==> config.mk <==
export PLATFORM = sky130hd
export DESIGN_NAME = audio_i2s_tx
export DESIGN_NICKNAME = d
export VERILOG_FILES = /design/src/rtl/audio_i2s_tx.sv
export SDC_FILE = /design/constraint.sdc
export NUM_CORES = 1
export LEC_CHECK = 0
export BUFFER_PORTS_ARGS = -buffer_cell sky130_fd_sc_hd__buf_2
export CAP_MARGIN = 20
export CORE_ASPECT_RATIO = 1.5
export CORE_UTILIZATION = 45
export DETAILED_ROUTE_END_ITERATION = 16
export PLACE_DENSITY_LB_ADDON = 0.15
export SETUP_SLACK_MARGIN = 0.5
export SLEW_MARGIN = 20
export SYNTH_ARGS = -nofsm -noshare
export SYNTH_HDL_FRONTEND = slang
export SYNTH_SLANG_ARGS = --single-unit
==> constraint.sdc <==
create_clock -name clk -period 4.2 [get_ports clk]
set_clock_uncertainty 0.05 [all_clocks]
set_input_delay 0.84 -clock clk [delete_from_list [all_inputs] [get_ports clk]]
set_output_delay 0.84 -clock clk [all_outputs]
set_load 0.005 [all_outputs]
==> src/rtl/audio_i2s_tx.sv <==
// audio_i2s_tx: per-channel square-wave tone synthesis feeding a 16-bit stereo
// I2S transmitter for the PMOD DAC (MCLK = clk/4, SCK = clk/16, LRCK = clk/512).
// Optional feature: define AUDIO_VOLUME_EN to add the 3-bit vol port, which
// scales the tone amplitude as AMP >> (7 - vol) (vol = 0 mutes).

// Half-period tone counter for one channel. A divider of 0 or 1 is the
// selector's rest code: the counter and phase are held cleared.
module audio_i2s_tone (
  input  logic        clk,
  input  logic        rst,
  input  logic [31:0] i_div,
  output logic        o_phase,
  output logic        o_active
);

  logic [31:0] r_tcnt;
  logic        r_phase;
  logic        w_active;
  logic        w_wrap;

  assign w_active = (i_div > 32'd1);
  // Compare against the divider seen this cycle; a shrink below the running
  // count toggles immediately rather than wrapping through 2^32.
  assign w_wrap   = (r_tcnt >= (i_div - 32'd1));

  // Count up to div-1 and toggle the square-wave phase on each wrap.
  always_ff @(posedge clk or negedge rst) begin
    if (!rst) begin
      r_tcnt  <= '0;
      r_phase <= 1'b0;
    end else if (!w_active) begin
      r_tcnt  <= '0;
      r_phase <= 1'b0;
    end else if (w_wrap) begin
      r_tcnt  <= '0;
      r_phase <= ~r_phase;
    end else begin
      r_tcnt  <= r_tcnt + 32'd1;
    end
  end

  assign o_phase  = r_phase;
  assign o_active = w_active;

endmodule

module audio_i2s_tx #(
  parameter int                  SAMPLE_W = 16,
  parameter logic [SAMPLE_W-1:0] AMP      = 16'h2000
) (
  input  logic        clk,
  input  logic        rst,
  input  logic [31:0] note_div_l,
  input  logic [31:0] note_div_r,
`ifdef AUDIO_VOLUME_EN
  input  logic [2:0]  vol,
`endif
  output logic        audio_mclk,
  output logic        audio_lrck,
  output logic        audio_sck,
  output logic        audio_sdin
);

  localparam int FRAME_W = 2 * SAMPLE_W;

  logic [8:0]          r_cnt;
  logic [FRAME_W-1:0]  r_word;
  logic                r_prev_lsb;
  logic                r_sdin;

  logic                w_phase_l;
  logic                w_phase_r;
  logic                w_active_l;
  logic                w_active_r;
  logic [SAMPLE_W-1:0] w_mag;
  logic [SAMPLE_W-1:0] w_smp_l;
  logic [SAMPLE_W-1:0] w_smp_r;
  logic [8:0]          w_cnt_nxt;
  logic                w_capture;
  logic [FRAME_W-1:0]  w_word_nxt;
  logic                w_prev_nxt;
  logic [4:0]          w_slot_nxt;
  logic [4:0]          w_bit_idx;
  logic                w_sdin_nxt;

  audio_i2s_tone u_tone_l (
    .clk      (clk),
    .rst      (rst),
    .i_div    (note_div_l),
    .o_phase  (w_phase_l),
    .o_active (w_active_l)
  );

  audio_i2s_tone u_tone_r (
    .clk      (clk),
    .rst      (rst),
    .i_div    (note_div_r),
    .o_phase  (w_phase_r),
    .o_active (w_active_r)
  );

  // Amplitude magnitude; vol only matters at the frame capture because the
  // samples are consumed nowhere else.
`ifdef AUDIO_VOLUME_EN
  always_comb begin
    w_mag = '0;
    if (vol != 3'd0) begin
      w_mag = AMP >> (3'd7 - vol);
    end
  end
`else
  assign w_mag = AMP;
`endif

  // Signed square-wave samples; sign applied after any volume shift.
  always_comb begin
    w_smp_l = '0;
    w_smp_r = '0;
    if (w_active_l) begin
      w_smp_l = w_phase_l ? ({SAMPLE_W{1'b0}} - w_mag) : w_mag;
    end
    if (w_active_r) begin
      w_smp_r = w_phase_r ? ({SAMPLE_W{1'b0}} - w_mag) : w_mag;
    end
  end

  assign w_cnt_nxt  = r_cnt + 9'd1;
  assign w_capture  = (r_cnt == 9'd511);
  assign w_word_nxt = w_capture ? {w_smp_l, w_smp_r} : r_word;
  assign w_prev_nxt = w_capture ? r_word[0] : r_prev_lsb;

  // I2S one-SCK delay: slot 0 still carries the previous frame's right LSB,
  // slot n (1..31) carries word bit 32-n. Computed from next-state values so
  // the registered bit changes exactly when the slot starts (SCK falling).
  assign w_slot_nxt = w_cnt_nxt[8:4];
  assign w_bit_idx  = 5'd0 - w_slot_nxt;
  assign w_sdin_nxt = (w_slot_nxt == 5'd0) ? w_prev_nxt : w_word_nxt[w_bit_idx];

  // Frame counter, shadow frame word and serial data register.
  always_ff @(posedge clk or negedge rst) begin
    if (!rst) begin
      r_cnt      <= '0;
      r_word     <= '0;
      r_prev_lsb <= 1'b0;
      r_sdin     <= 1'b0;
    end else begin
      r_cnt      <= w_cnt_nxt;
      r_word     <= w_word_nxt;
      r_prev_lsb <= w_prev_nxt;
      r_sdin     <= w_sdin_nxt;
    end
  end

  assign audio_mclk = r_cnt[1];
  assign audio_sck  = r_cnt[3];
  assign audio_lrck = r_cnt[8];
  assign audio_sdin = r_sdin;

endmodule

==> results.sh <==
export IMPL_status="finished, violations left"
export IMPL_failed_checks="negative setup slack"
export IMPL_die_height_um=162
export IMPL_num_rows=58
export IMPL_dr_total_vias=6384
export IMPL_maxUsedRoutingLayer="met4"
export IMPL_detail_route_antenna_nets=0
export IMPL_worstHoldPathType="register to register"
export IMPL_maxCapViolations=0
export IMPL_postLayoutCellArea_um2=9690
export IMPL_post_route_drc_count=0
export IMPL_floorplan_initialDensity=0.457
export IMPL_synth_cell_types=54
export IMPL_cts_root_to_sink_buffers=2
export IMPL_min_period_ns=4.51
export IMPL_reg_to_reg_critical_path_startpoint="r_cnt[0]"
export IMPL_p_leak_nw=4.52
export IMPL_antenna_cells=0
export IMPL_worst_path_max_delay_cell="sky130_fd_sc_hd__or4_4"
export IMPL_pwr_density_cell_nw_per_um2=216
export IMPL_detailed_place_hpwl_um=13300
export IMPL_post_route_met1_wirelength_um=7140
export IMPL_drt_total_wl_um=17400
export IMPL_maxClockFrequency_ghz=0.222
export IMPL_ctsHoldBuffers=0
export IMPL_max_slew_worst_pin_slew_ns=0.866
export IMPL_ys_async_sr_fraction=1.00
export IMPL_wl_per_cell_um=14.5
export IMPL_crit_required_ns=4.38
export IMPL_floorplan_core_area_um2=16700
export IMPL_critical_path_max_stage_delay_ns=0.53
export IMPL_number_of_antenna_violations_at_the_first_check_in_global_routing=0
export IMPL_min_from="r_prev_lsb"
export IMPL_firstDrtPassIters=4
export IMPL_post_route_period_util=1.07
export IMPL_synth_seq_area_share=0.357
export IMPL_worstPathMaxFanout=4
export IMPL_fin_ws_ns=-0.308
export IMPL_setup_viol=33
export IMPL_timing_setup_critical_path_class="primary input to register"
export IMPL_detailed_place_area_um2=8750
export IMPL_cp_startpoint="note_div_l[11]"
export IMPL_relative_slew_margins=0.423
export IMPL_synth_seq_cells=109
export IMPL_synth_flop_cell="sky130_fd_sc_hd__dfrtp_1"
export IMPL_pin_count_of_the_biggest_net_entering_global_routing=68
export IMPL_detailroute_wirelength_met3_um=338
export IMPL_first_iter_violations=162
export IMPL_crit_buf_inv=1
export IMPL_floorplan_io_pins=70
export IMPL_tritoncts_num_sinks=109
export IMPL_tritoncts_num_buffers=9
export IMPL_grtUsageTotal=0.209
export IMPL_clk_pin_slew_ns=0.07
export IMPL_drv_slew=0
export IMPL_crit_path_end_kind="register"
export IMPL_post_synth_cell_area_avg_um2=9.03
export IMPL_drive_above_1_share=0.257
export IMPL_cts_tree="yes"
export IMPL_synth_warnings=0
export IMPL_grt_pass1_vias=6338
export IMPL_grt_setup_unrepaired="yes"
export IMPL_grt_first_pass_wirelength_um=28800
export IMPL_clock_insertion_delay_worst_skew_ns=0.35
export IMPL_vdd_ir_drop_worst_v=0.000164
export IMPL_critPathTopFamily="simple AND/OR/NAND/NOR gates"
export IMPL_syn_area_um2=7630
export IMPL_pre_cts_slack_ns=-0.682
export IMPL_cts_root_buf="sky130_fd_sc_hd__clkbuf_16"
export IMPL_dieArea_um2=17500
export IMPL_synth_largest_area_cell="sky130_fd_sc_hd__dfrtp_1"
export IMPL_cp_arrival_ns=4.69
export IMPL_syn2layout_area_growth_pct=26.9
export IMPL_crit_path_cell_trace="buf_6 -> or4_4 -> or4_4 -> or3_4 -> or3_4 -> nor2b_4 -> xnor2_2 -> ha_1 -> a21oi_1 -> o21ai_1 -> a21o_1 -> a211oi_2 -> o22ai_1 -> a2111o_2 -> mux2_4"
export IMPL_syn_nets=985
export IMPL_die_w_um=108
export IMPL_hold_viol_final=0
export IMPL_synth_enable_flop_cells=0
export IMPL_yosys_top_cells_area="sky130_fd_sc_hd__dfrtp_1 36%, sky130_fd_sc_hd__ha_1 12%, sky130_fd_sc_hd__xnor2_1 8.4%"
export IMPL_cts_htree_levels=3
export IMPL_synth_top_cell_area_share=0.357
export IMPL_start_kind="primary input"
export IMPL_fin_nets=1129
export IMPL_vias_per_cell=5.31
export IMPL_place_port_buffers=69
export IMPL_met2RoutedLength_um=9340
export IMPL_globalRoute_totalOverflow=0
export IMPL_gpl_congestion=0.767
export IMPL_syn_inst=845
-- area by class of cell --
| type | count | area, um^2 |
|---|---|---|
| well taps | 210 | 263 |
| flip-flops and latches | 109 | 2730 |
| clock buffers | 11 | 233 |
| repair buffers | 149 | 1060 |
| clock inverters | 4 | 50.0 |
| fillers | 1554 | 7000 |
| multi-input cells | 692 | 5250 |
| inverters | 28 | 105 |
-- routing by layer --
layer	global-route usage	vias up
li1	-	3234
met1	0.238	3018
met2	0.389	99
met3	0.0222	33
met4	0.0860	0
met5	0	-
-- cells in the final DEF, fill, tap and decap left out, types with 4 or more instances in the layout --
cell type	synthesis	layout
sky130_fd_sc_hd__nand2_1	78	75
sky130_fd_sc_hd__xor2_1	55	55
sky130_fd_sc_hd__nor2_1	119	73
sky130_fd_sc_hd__or3_1	10	7
sky130_fd_sc_hd__or4_1	6	5
sky130_fd_sc_hd__xnor2_1	73	72
sky130_fd_sc_hd__buf_8	0	4
sky130_fd_sc_hd__mux2i_1	15	15
sky130_fd_sc_hd__buf_4	3	72
sky130_fd_sc_hd__inv_1	28	28
sky130_fd_sc_hd__buf_12	0	4
sky130_fd_sc_hd__or3_4	1	4
sky130_fd_sc_hd__buf_6	0	5
sky130_fd_sc_hd__o21ai_0	14	11
sky130_fd_sc_hd__or4_4	3	4
sky130_fd_sc_hd__nor2b_1	30	28
sky130_fd_sc_hd__nand4_1	23	23
sky130_fd_sc_hd__nor2_4	0	30
sky130_fd_sc_hd__dfrtp_1	109	109
sky130_fd_sc_hd__buf_2	1	64
sky130_fd_sc_hd__a21o_1	12	12
sky130_fd_sc_hd__a21oi_1	22	19
sky130_fd_sc_hd__ha_1	74	72
sky130_fd_sc_hd__nor4_1	15	11
sky130_fd_sc_hd__nand3_1	41	39
sky130_fd_sc_hd__nand3b_1	4	4
sky130_fd_sc_hd__and2_1	4	4
sky130_fd_sc_hd__nor3_1	32	29
sky130_fd_sc_hd__nor2_2	0	16
sky130_fd_sc_hd__clkbuf_16	0	9
sky130_fd_sc_hd__nand2b_1	4	4
sky130_fd_sc_hd__and3_1	11	11
-- flip-flops by register name, indices dropped and copies added (netlist names) --
register          cells
r_word               32
u_tone_l.r_tcnt      32
u_tone_r.r_tcnt      32
r_cnt                 9
audio_sdin            1
r_prev_lsb            1
u_tone_l.o_phase      1
u_tone_r.o_phase      1
-- Yosys cell counts, types with 14 or more instances --
cell type and instances:
sky130_fd_sc_hd__inv_1 28, sky130_fd_sc_hd__mux2i_1 15, sky130_fd_sc_hd__nand4_1 23, sky130_fd_sc_hd__o21ai_0 14, sky130_fd_sc_hd__a21oi_1 22, sky130_fd_sc_hd__nand3_1 41
sky130_fd_sc_hd__dfrtp_1 109, sky130_fd_sc_hd__nand2_1 78, sky130_fd_sc_hd__xnor2_1 73, sky130_fd_sc_hd__nor2b_1 30, sky130_fd_sc_hd__ha_1 74, sky130_fd_sc_hd__nor4_1 15
sky130_fd_sc_hd__xor2_1 55, sky130_fd_sc_hd__nor3_1 32, sky130_fd_sc_hd__nor2_1 119
-- path summary, 6_finish.rpt --
kind | end | slack (ns) | depth (start not counted)
max in group asynchronous | u_tone_l.r_tcnt[27] | 2.80 | 2
min in group asynchronous | r_cnt[0] | 0.56 | 1
setup reg to reg | audio_sdin | 1.06 | 10
hold / removal | r_prev_lsb | 0.46 | 1
setup / recovery | u_tone_l.o_phase | -0.31 | 15
hold reg to reg | r_prev_lsb | 0.46 | 1
-- stage by stage --
step	TNS [ns]	utilization	hold WS, ns	std cells	power [mW]
2_1_floorplan	-9.98	-	0.411	845	1.15
3_3_place_gp	-18.98	0.524	0.439	1178	1.27
3_5_place_dp	-20.74	0.524	0.444	1178	1.27
4_1_cts	-8.05	0.546	0.467	1195	2.11
5_1_grt	-11.17	0.580	0.483	1203	2.18
6_report	-7.70	0.580	0.460	1203	2.10
-- kinds of logic after synthesis --
family / count (synthesis) / share of synthesized area
AO/OA/AOI/OAI: 78 / 0.0671
XOR/XNOR: 128 / 0.147
adder cells (fa/ha/maj): 74 / 0.121
buffers and inverters: 44 / 0.0233
flip-flops: 109 / 0.357
multiplexers: 20 / 0.0315
AND/OR/NAND/NOR: 392 / 0.253
-- timing repair --
item                                   in CTS  in global routing
cloned                                      0                  2
gates resized for setup                    16                127
endpoints found under the hold margin       0                  0
buffers inserted                            2                  6
pin swaps                                   1                 38
setup endpoints to repair                  66                 66
-- report_power, final --
part	switching, mW	total, mW	internal, mW
Combinational	0.112	0.211	0.0991
Clock	0.373	0.832	0.459
Sequential	0.00219	1.05	1.05
Power figures use the tool's default switching activity.
